### src/rtl/branch_pred_pkg.sv
// Shared types and constants for the tagged branch target predictor.
// Counter threshold helpers, the BRANCH opcode, and the table entry layout.
package branch_pred_pkg;

  // Widest tag the entry layout can hold; narrower tags are zero-extended.
  localparam int TAG_MAX = 30;

  // Opcode of conditional branches, used by the ID-side decoder driving upd_valid.
  localparam logic [6:0] OPC_BRANCH = 7'b1100011;

  typedef struct packed {
    logic               valid;
    logic [TAG_MAX-1:0] tag;
    logic [31:0]        target;
  } entry_t;

  function automatic int cnt_wt(input int cnt_bits);
    return 1 << (cnt_bits - 1);
  endfunction

  function automatic int cnt_wnt(input int cnt_bits);
    return (1 << (cnt_bits - 1)) - 1;
  endfunction

endpackage

### src/rtl/bp_sat_counter.sv
// Next-value logic for a CNT_BITS saturating up/down counter.
module bp_sat_counter #(
  parameter int CNT_BITS = 2
) (
  input  logic [CNT_BITS-1:0] cnt,
  input  logic                inc,
  output logic [CNT_BITS-1:0] nxt
);

  always_comb begin
    nxt = cnt;
    if (inc) begin
      if (cnt != '1) nxt = cnt + CNT_BITS'(1);
    end else begin
      if (cnt != '0) nxt = cnt - CNT_BITS'(1);
    end
  end

endmodule

### src/rtl/branch_target_predictor.sv
// Tagged branch target buffer with saturating-counter direction prediction.
// Optional gshare counter indexing is enabled by defining BTP_GSHARE_EN.
module branch_target_predictor
  import branch_pred_pkg::*;
#(
  parameter int N_ENTRIES = 16,
  parameter int IDX_BITS  = $clog2(N_ENTRIES),
  parameter int TAG_BITS  = 8,
  parameter int CNT_BITS  = 2,
  parameter int GHR_BITS  = 4
) (
  input  logic        clk,
  input  logic        arst_n,
  input  logic [31:0] if_pc,
  output logic        pred_hit,
  output logic        pred_taken,
  output logic [31:0] pred_target,
  input  logic        upd_valid,
  input  logic [31:0] upd_pc,
  input  logic [31:0] upd_target,
  input  logic        upd_taken,
  input  logic        flush
);

  localparam logic [CNT_BITS-1:0] WT  = CNT_BITS'(cnt_wt(CNT_BITS));
  localparam logic [CNT_BITS-1:0] WNT = CNT_BITS'(cnt_wnt(CNT_BITS));

  entry_t              tbl [N_ENTRIES];
  logic [CNT_BITS-1:0] cnt [N_ENTRIES];

  logic [IDX_BITS-1:0] if_idx, upd_idx, if_cidx, upd_cidx;
  logic [TAG_BITS-1:0] if_tag, upd_tag;
  logic                upd_hit;
  logic [CNT_BITS-1:0] cnt_nxt;
  logic                unused_pc;

  assign if_idx  = if_pc[IDX_BITS+1:2];
  assign upd_idx = upd_pc[IDX_BITS+1:2];
  assign if_tag  = if_pc[IDX_BITS+TAG_BITS+1 -: TAG_BITS];
  assign upd_tag = upd_pc[IDX_BITS+TAG_BITS+1 -: TAG_BITS];
  // Low byte-offset bits and bits above the tag take no part in the lookup.
  assign unused_pc = ^{if_pc, upd_pc};

`ifdef BTP_GSHARE_EN
  logic [GHR_BITS-1:0] ghr;

  assign if_cidx  = if_idx ^ IDX_BITS'(ghr);
  assign upd_cidx = upd_idx ^ IDX_BITS'(ghr);

  always_ff @(posedge clk or negedge arst_n) begin
    if (!arst_n) begin
      ghr <= '0;
    end else if (flush) begin
      ghr <= '0;
    end else if (upd_valid) begin
      ghr <= (ghr << 1) | GHR_BITS'(upd_taken);
    end
  end
`else
  logic [GHR_BITS-1:0] unused_ghr;

  assign unused_ghr = '0;
  assign if_cidx    = if_idx;
  assign upd_cidx   = upd_idx;
`endif

  // Lookup sees the stored state only; same-cycle updates are not bypassed.
  always_comb begin
    pred_hit    = tbl[if_idx].valid && (tbl[if_idx].tag == TAG_MAX'(if_tag));
    pred_taken  = pred_hit && (cnt[if_cidx] >= WT);
    pred_target = pred_hit ? tbl[if_idx].target : '0;
  end

  assign upd_hit = tbl[upd_idx].valid && (tbl[upd_idx].tag == TAG_MAX'(upd_tag));

  bp_sat_counter #(
    .CNT_BITS (CNT_BITS)
  ) u_sat_counter (
    .cnt (cnt[upd_cidx]),
    .inc (upd_taken),
    .nxt (cnt_nxt)
  );

  always_ff @(posedge clk or negedge arst_n) begin
    if (!arst_n) begin
      for (int i = 0; i < N_ENTRIES; i++) begin
        tbl[i] <= '0;
        cnt[i] <= WNT;
      end
    end else if (flush) begin
      for (int i = 0; i < N_ENTRIES; i++) begin
        tbl[i].valid <= 1'b0;
      end
    end else if (upd_valid) begin
      if (upd_hit) begin
        cnt[upd_cidx] <= cnt_nxt;
        if (upd_taken) tbl[upd_idx].target <= upd_target;
      end else if (upd_taken) begin
        // Allocate on taken miss, evicting whatever occupied this index.
        tbl[upd_idx].valid  <= 1'b1;
        tbl[upd_idx].tag    <= TAG_MAX'(upd_tag);
        tbl[upd_idx].target <= upd_target;
        cnt[upd_cidx]       <= WT;
      end
    end
  end

endmodule
### config.mk
export PLATFORM = sky130hd
export DESIGN_NAME = branch_target_predictor
export DESIGN_NICKNAME = d
export VERILOG_FILES = /design/src/rtl/branch_pred_pkg.sv /design/src/rtl/bp_sat_counter.sv /design/src/rtl/branch_target_predictor.sv
export SDC_FILE = /design/constraint.sdc
export NUM_CORES = 1
export LEC_CHECK = 0
export BUFFER_PORTS_ARGS = -buffer_cell sky130_fd_sc_hd__buf_4
export CAP_MARGIN = 25
export CORE_MARGIN = 4
export CORE_UTILIZATION = 45
export DETAILED_ROUTE_END_ITERATION = 10
export MAX_ROUTING_LAYER = met4
export PLACE_DENSITY_LB_ADDON = 0.15
export SKIP_CTS_REPAIR_TIMING = 1
export SLEW_MARGIN = 20
export SYNTH_ARGS = -nofsm -noshare
export SYNTH_HDL_FRONTEND = slang
export SYNTH_HIERARCHICAL = 1
export SYNTH_SLANG_ARGS = --single-unit
### constraint.sdc
create_clock -name clk -period 3.8 [get_ports clk]
set_input_delay 0.57 -clock clk [delete_from_list [all_inputs] [get_ports clk]]
set_output_delay 0.57 -clock clk [all_outputs]
set_load 0.03 [all_outputs]
==> After elaboration in Yosys (flattened, before gate mapping) <==
Index checks and enable logic that the tools add are counted.
{ "word_totals": {"regBits": 1040, "inputBits": 101, "out_inout_bits": 34, "elab_cells": 141} }
{ "classes": {"addsub": 2, "magnitude_cmp": 4, "n_eq_ne": 3, "muxes": 51, "bitwise": 6, "n_reduce_logical": 11} }
{ "ops": {"columns": ["cell", "count"], "rows": [
  ["1008-bit bitwise mux", 4],
  ["1008-bit 2-to-1 mux", 4],
  ["63-bit demux with 4-bit select", 3],
  ["63-bit binary-select mux with 4-bit select", 2],
  ["63-bit 2-to-1 mux", 5],
  ["32-bit 2-to-1 mux", 4],
  ["62-bit 2-to-1 mux", 1],
  ["30-bit by 8-bit equality test with 1-bit output", 2],
  ["32-bit bitwise mux", 1],
  ["16-bit AND", 1],
  ["2-bit binary-select mux with 4-bit select", 2],
  ["1-bit 2-to-1 mux", 16],
  ["2-bit 2-to-1 mux", 8],
  ["16-bit NOT", 1],
  ["16-bit bitwise OR", 1],
  ["5-bit greater-or-equal comparator (second input constant)", 2],
  ["4-bit NOT with 5-bit output", 2],
  ["2-bit demux with 4-bit select", 1],
  ["2-bit nonzero test", 4],
  ["3-bit AND reduction", 2],
  ["5-bit by 1-bit less-than comparator with 1-bit output (second input constant)", 1],
  ["1-bit logical AND", 4],
  ["2-bit by 1-bit adder with 2-bit output (second input constant)", 1],
  ["2-bit greater-or-equal comparator (second input constant)", 1],
  ["other kinds (4)", 4]
]} }

==> Longest topological paths before layout <==
{ "depth": {"word_depth": 12, "mapped_depth": 13, "depth_no_buf": 8} }

==> Modules after synthesis <==
Netlist, hierarchy kept.
{ "modules_own_cells": {"columns": ["module", "n_inst", "cells_per_inst", "area_per_inst_um2", "seq_area_each_um2"], "rows": [
  ["branch_target_predictor", 1, 2029, 32795.2, 17236.5],
  ["bp_sat_counter", 1, 3, 26.3, 0.0]
]} }

==> Worst setup path before layout <==
No wires, ideal clock.
{ "synth_timing": {"path_type": "input port to output port", "start": "in if_pc[2]", "end": "out pred_target[10]", "t_arrival_ps": 3483, "required_ps": 3230, "setup_slack_ps": -253, "path_stages": 9, "path_buffers": 3, "path_cell_list": "clkbuf_1 -> buf_2 -> mux4_2 -> mux4_2 -> xnor2_1 -> nand4_1 -> a2111o_1 -> clkbuf_1 -> nor2b_1"} }
{ "synth_between": {"elab_chain_cells": 7} }
{ "synth_rtl": {"columns": ["item", "line", "rtl"], "rows": [
  ["from (decl)", "branch_target_predictor.sv:14", "input logic [31:0] if_pc,"],
  ["4-bit NOT with 5-bit output (not written as such) (*)", "branch_target_predictor.sv:69, branch_target_predictor.sv:71", null],
  ["63-bit binary-select mux with 4-bit select (*)", "branch_target_predictor.sv:69, branch_target_predictor.sv:71", null],
  ["63-bit 2-to-1 mux (not written as such) (*) (2 in a row)", "branch_target_predictor.sv:71", "pred_target = pred_hit ? tbl[if_idx].target : '0;"],
  ["30-bit by 8-bit equality test with 1-bit output", "branch_target_predictor.sv:69", "pred_hit = tbl[if_idx].valid && (tbl[if_idx].tag == TAG_MAX'(if_tag));"],
  ["1-bit logical AND", "branch_target_predictor.sv:69", null],
  ["32-bit 2-to-1 mux (*)", "branch_target_predictor.sv:71", null],
  ["to (decl)", "branch_target_predictor.sv:17", "output logic [31:0] pred_target,"]
]} }
Every way passes the cells marked *; elsewhere a longest branch is shown, timed or not. The select of a mux whose other input is x is not followed.

==> Final worst setup path <==
{ "layout_timing": {"start": "reg tbl[793] (netlist bit)", "end": "out pred_target[0]"} }
{ "layout_between": {"elab_chain_cells": 6} }
{ "layout_rtl": {"columns": ["item", "line", "rtl"], "rows": [
  ["from (decl)", "branch_target_predictor.sv:28", "entry_t tbl [N_ENTRIES];"],
  ["63-bit binary-select mux with 4-bit select", "branch_target_predictor.sv:69", null],
  ["63-bit 2-to-1 mux (2 in a row)", null, null],
  ["30-bit by 8-bit equality test with 1-bit output", "branch_target_predictor.sv:69", null],
  ["1-bit logical AND", "branch_target_predictor.sv:69", null],
  ["32-bit 2-to-1 mux", "branch_target_predictor.sv:71", null]
]} }
No other way between the ends. The select of a mux whose other input is x is not followed.

==> impl_metrics.toml <==
[critical_path]
crit_path_top_delay_cell = "mux4_2"
critPathKind = "reg -> out"
cp_top_family = "multiplexers"
crit_fanout = 8
start_kind = "register"
cp_slowest_stage_delay_ns = 0.50
crit_arrival_ns = 3.56
crit_buf_inv = 4
required_ns = 3.23
end_kind = "output pin"
crit_path_cell_trace = "mux4_2 > mux4_2 > xnor2_2 > buf_4 > nand4_1 > a2111o_2 > buf_12 > buf_12 > nor2b_1 > buf_4"

[drt]
wl_um = 85630
antenna_left = 0
num_vias = 18787
vias_per_cell = 5.949
met2_length_um = 42030
route.met3.wl_um = 3749
drt_iter0_markers = 1230
highest_layer = "met4"
drc = 0
wl_met1_um = 37560
first_pass_iters = 5
avgRoutedWirePerCell_um = 27.12

[final_layout]
drive_above_1_share_pct = 58.70
fillCellCount = 5875
seqCellArea_sq_mm = 0.01724
multi_input_comb_area_sq_mm = 0.01510
layout.nets = 2250
final_common_cell = "dfrtp_1"
syn2layout_area_growth_pct = 16.56
stdcell_count = 3158
final_cell_mix = "672 x dfrtp_1, 638 x mux2_2, 245 x mux4_2, 146 x buf_4, 82 x clkbuf_16"

[grt]
grt.overflow.total = 0
track_usage_pct = 22.86
grt_max_degree = 128
grt_pass1_vias = 20687
grt_first_pass_wirelength_um = 130900
antenna_found_initial = 2

[pwr]
ir_worst_vdd_uv = 327.2
p_per_area_mw_per_mm2 = 490.8
p_leak_nw = 17.20

[sta]
rsz0062_at_grt = "yes"
post-route-period-util_pct = 108.7
hold-worst-slack_ns = -0.05899
slew_headroom_pct = 36.51
worstMarginPinSlew_ns = 0.9493
worst_slack_ns = -0.3323
slew_violations = 0
fin_skew_ns = 0.02303
timing.fmax_mhz = 242.0
hold_viol = 5
fin_crit_ns = 4.132
final.setup.tns_ns = -10.02
final-setup-viol-count = 34

[clock_tree]
clock_latency_ns = 0.63
cts_tree = "built"
path_clk_slew_ns = 0.06
clock_path_buffers = 3
cts_root_buf = "clkbuf_16"
numClockSinks = 688
htreeDepth = 3
numCtsBuffers = 79

[synth]
syn_inst = 2032
yosysTopAreaCellShare_pct = 51.24
synth_area_sq_mm = 0.03282
ys_seq_elements = 688
synth_area_leaders = "dfrtp_1 51%, mux2_2 22%, mux4_2 17%, clkbuf_1 1.3%, dfstp_2 1.3%"
synth_cell_types = 52
synth_nets = 2133
syn_area_per_cell_sq_um = 16.15
ys_seq_area_share_pct = 52.52
yosysWarnings = 6
synth_top_cell_by_area = "dfrtp_1"
synth_ff_type = "dfrtp_1"
async_reset_ff_share_pct = 100.0
synth_edf_count = 0

[placement]
place.gp.congestion = 0.8207
hpwl_um = 48450
dp.cells = 3009
port_buffers = 94

[floorplanning]
core_sq_mm = 0.07185
die-height_um = 278.1
die-area_sq_mm = 0.07732
die_width_um = 278.1
num_io_pins = 135
core.rowCount = 98
start_util_pct = 45.68

[min_path]
hp-class = "in -> async"

[run_status]
outcome = "complete, but fails checks"
violations = "hold timing, setup timing"

[job]
cap_viol_max_count = 0
## Yosys cell counts (all sizes together), types with 2 or more instances
master	n
nand4	5
a211o	6
o22a	4
mux4	245
o21ai	2
inv	23
a221oi	3
o2bb2ai	12
or2	2
nand2	14
xnor2	13
nand3	9
a22oi	4
a2111o	5
nor3	12
nor2	22
a21o	16
nor2b	40
a21oi	2
dfstp	16
nand2b	7
and4	2
a2bb2oi	12
or3	2
mux2i	29
clkbuf	118
dfrtp	672
o2111ai	4
buf	56
maj3	2
mux2	644
and3	4
o22ai	6
a211oi	7
xor2	4
## per-stage QoR
stage               total power, W  cell area, sq um  utilization [%]  setup WS, ns  hold slack, ns
finish                     0.01878             38260            53.24       -0.3323        -0.05899
floorplan                  0.01057             33070                -       0.01099          0.2744
global route               0.01956             38260            53.24       -0.4088        0.002462
CTS                        0.01897             37980            52.86       -0.4765        -0.03131
detailed placement         0.01140             35440            49.32       -0.2146          0.4573
global placement           0.01125             35440            49.32       -0.2134          0.4524
## per-layer routing
metal / vias to the layer above / track usage (%)
met5: - / -
met4: 0 / 5.758
met3: 148 / 3.666
met2: 413 / 36.82
met1: 10252 / 30.79
li1: 7974 / -
## flip-flops by register name, summed over array words and instances (netlist names)
signal / count
cnt: 32
tbl: 656
## cells by family (layout without fill, tap and decap cells)
family          after synthesis  in the layout  synth area share, %
fa+ha+maj                     2              2              0.06861
simple gates                123            123                2.474
xor+xnor                     17             17               0.4536
mux                         918            918                39.79
flops                       688            688                52.52
buf+inv                     198            372                2.543
other cells                   0              2                    0
compound gates               86             86                2.154
## path summary, 6_finish.rpt
kind,from,end,slack [ns],depth (start not counted)
worst max register to register,tbl[39],tbl[98],0.33,9
worst max-delay path,tbl[793],pred_target[0],-0.33,10
min in group clk,flush,tbl[818],0.23,2
max in group asynchronous,arst_n,tbl[269],2.62,2
worst min register to register,cnt[24],cnt[24],0.47,2
worst min-delay path,arst_n,tbl[667],-0.06,1
## final cells by class
type	instances	share of cell area, %
inverter	24	0.2355
multi-input combinational	1146	39.48
antenna	2	0.01308
clock buffer	119	5.956
clock inverter	19	0.6901
tap	950	3.107
timing repair buffer	210	5.465
sequential	688	45.06
## power by group
group / internal (W) / switching, W / leakage [nW] / total, W
combinational: 0.00155 / 0.000971 / 6.91 / 0.00252
sequential: 0.00826 / 0.000497 / 9.05 / 0.00876
clock: 0.00443 / 0.00306 / 1.24 / 0.00750
(Power assumes the default switching activity.)
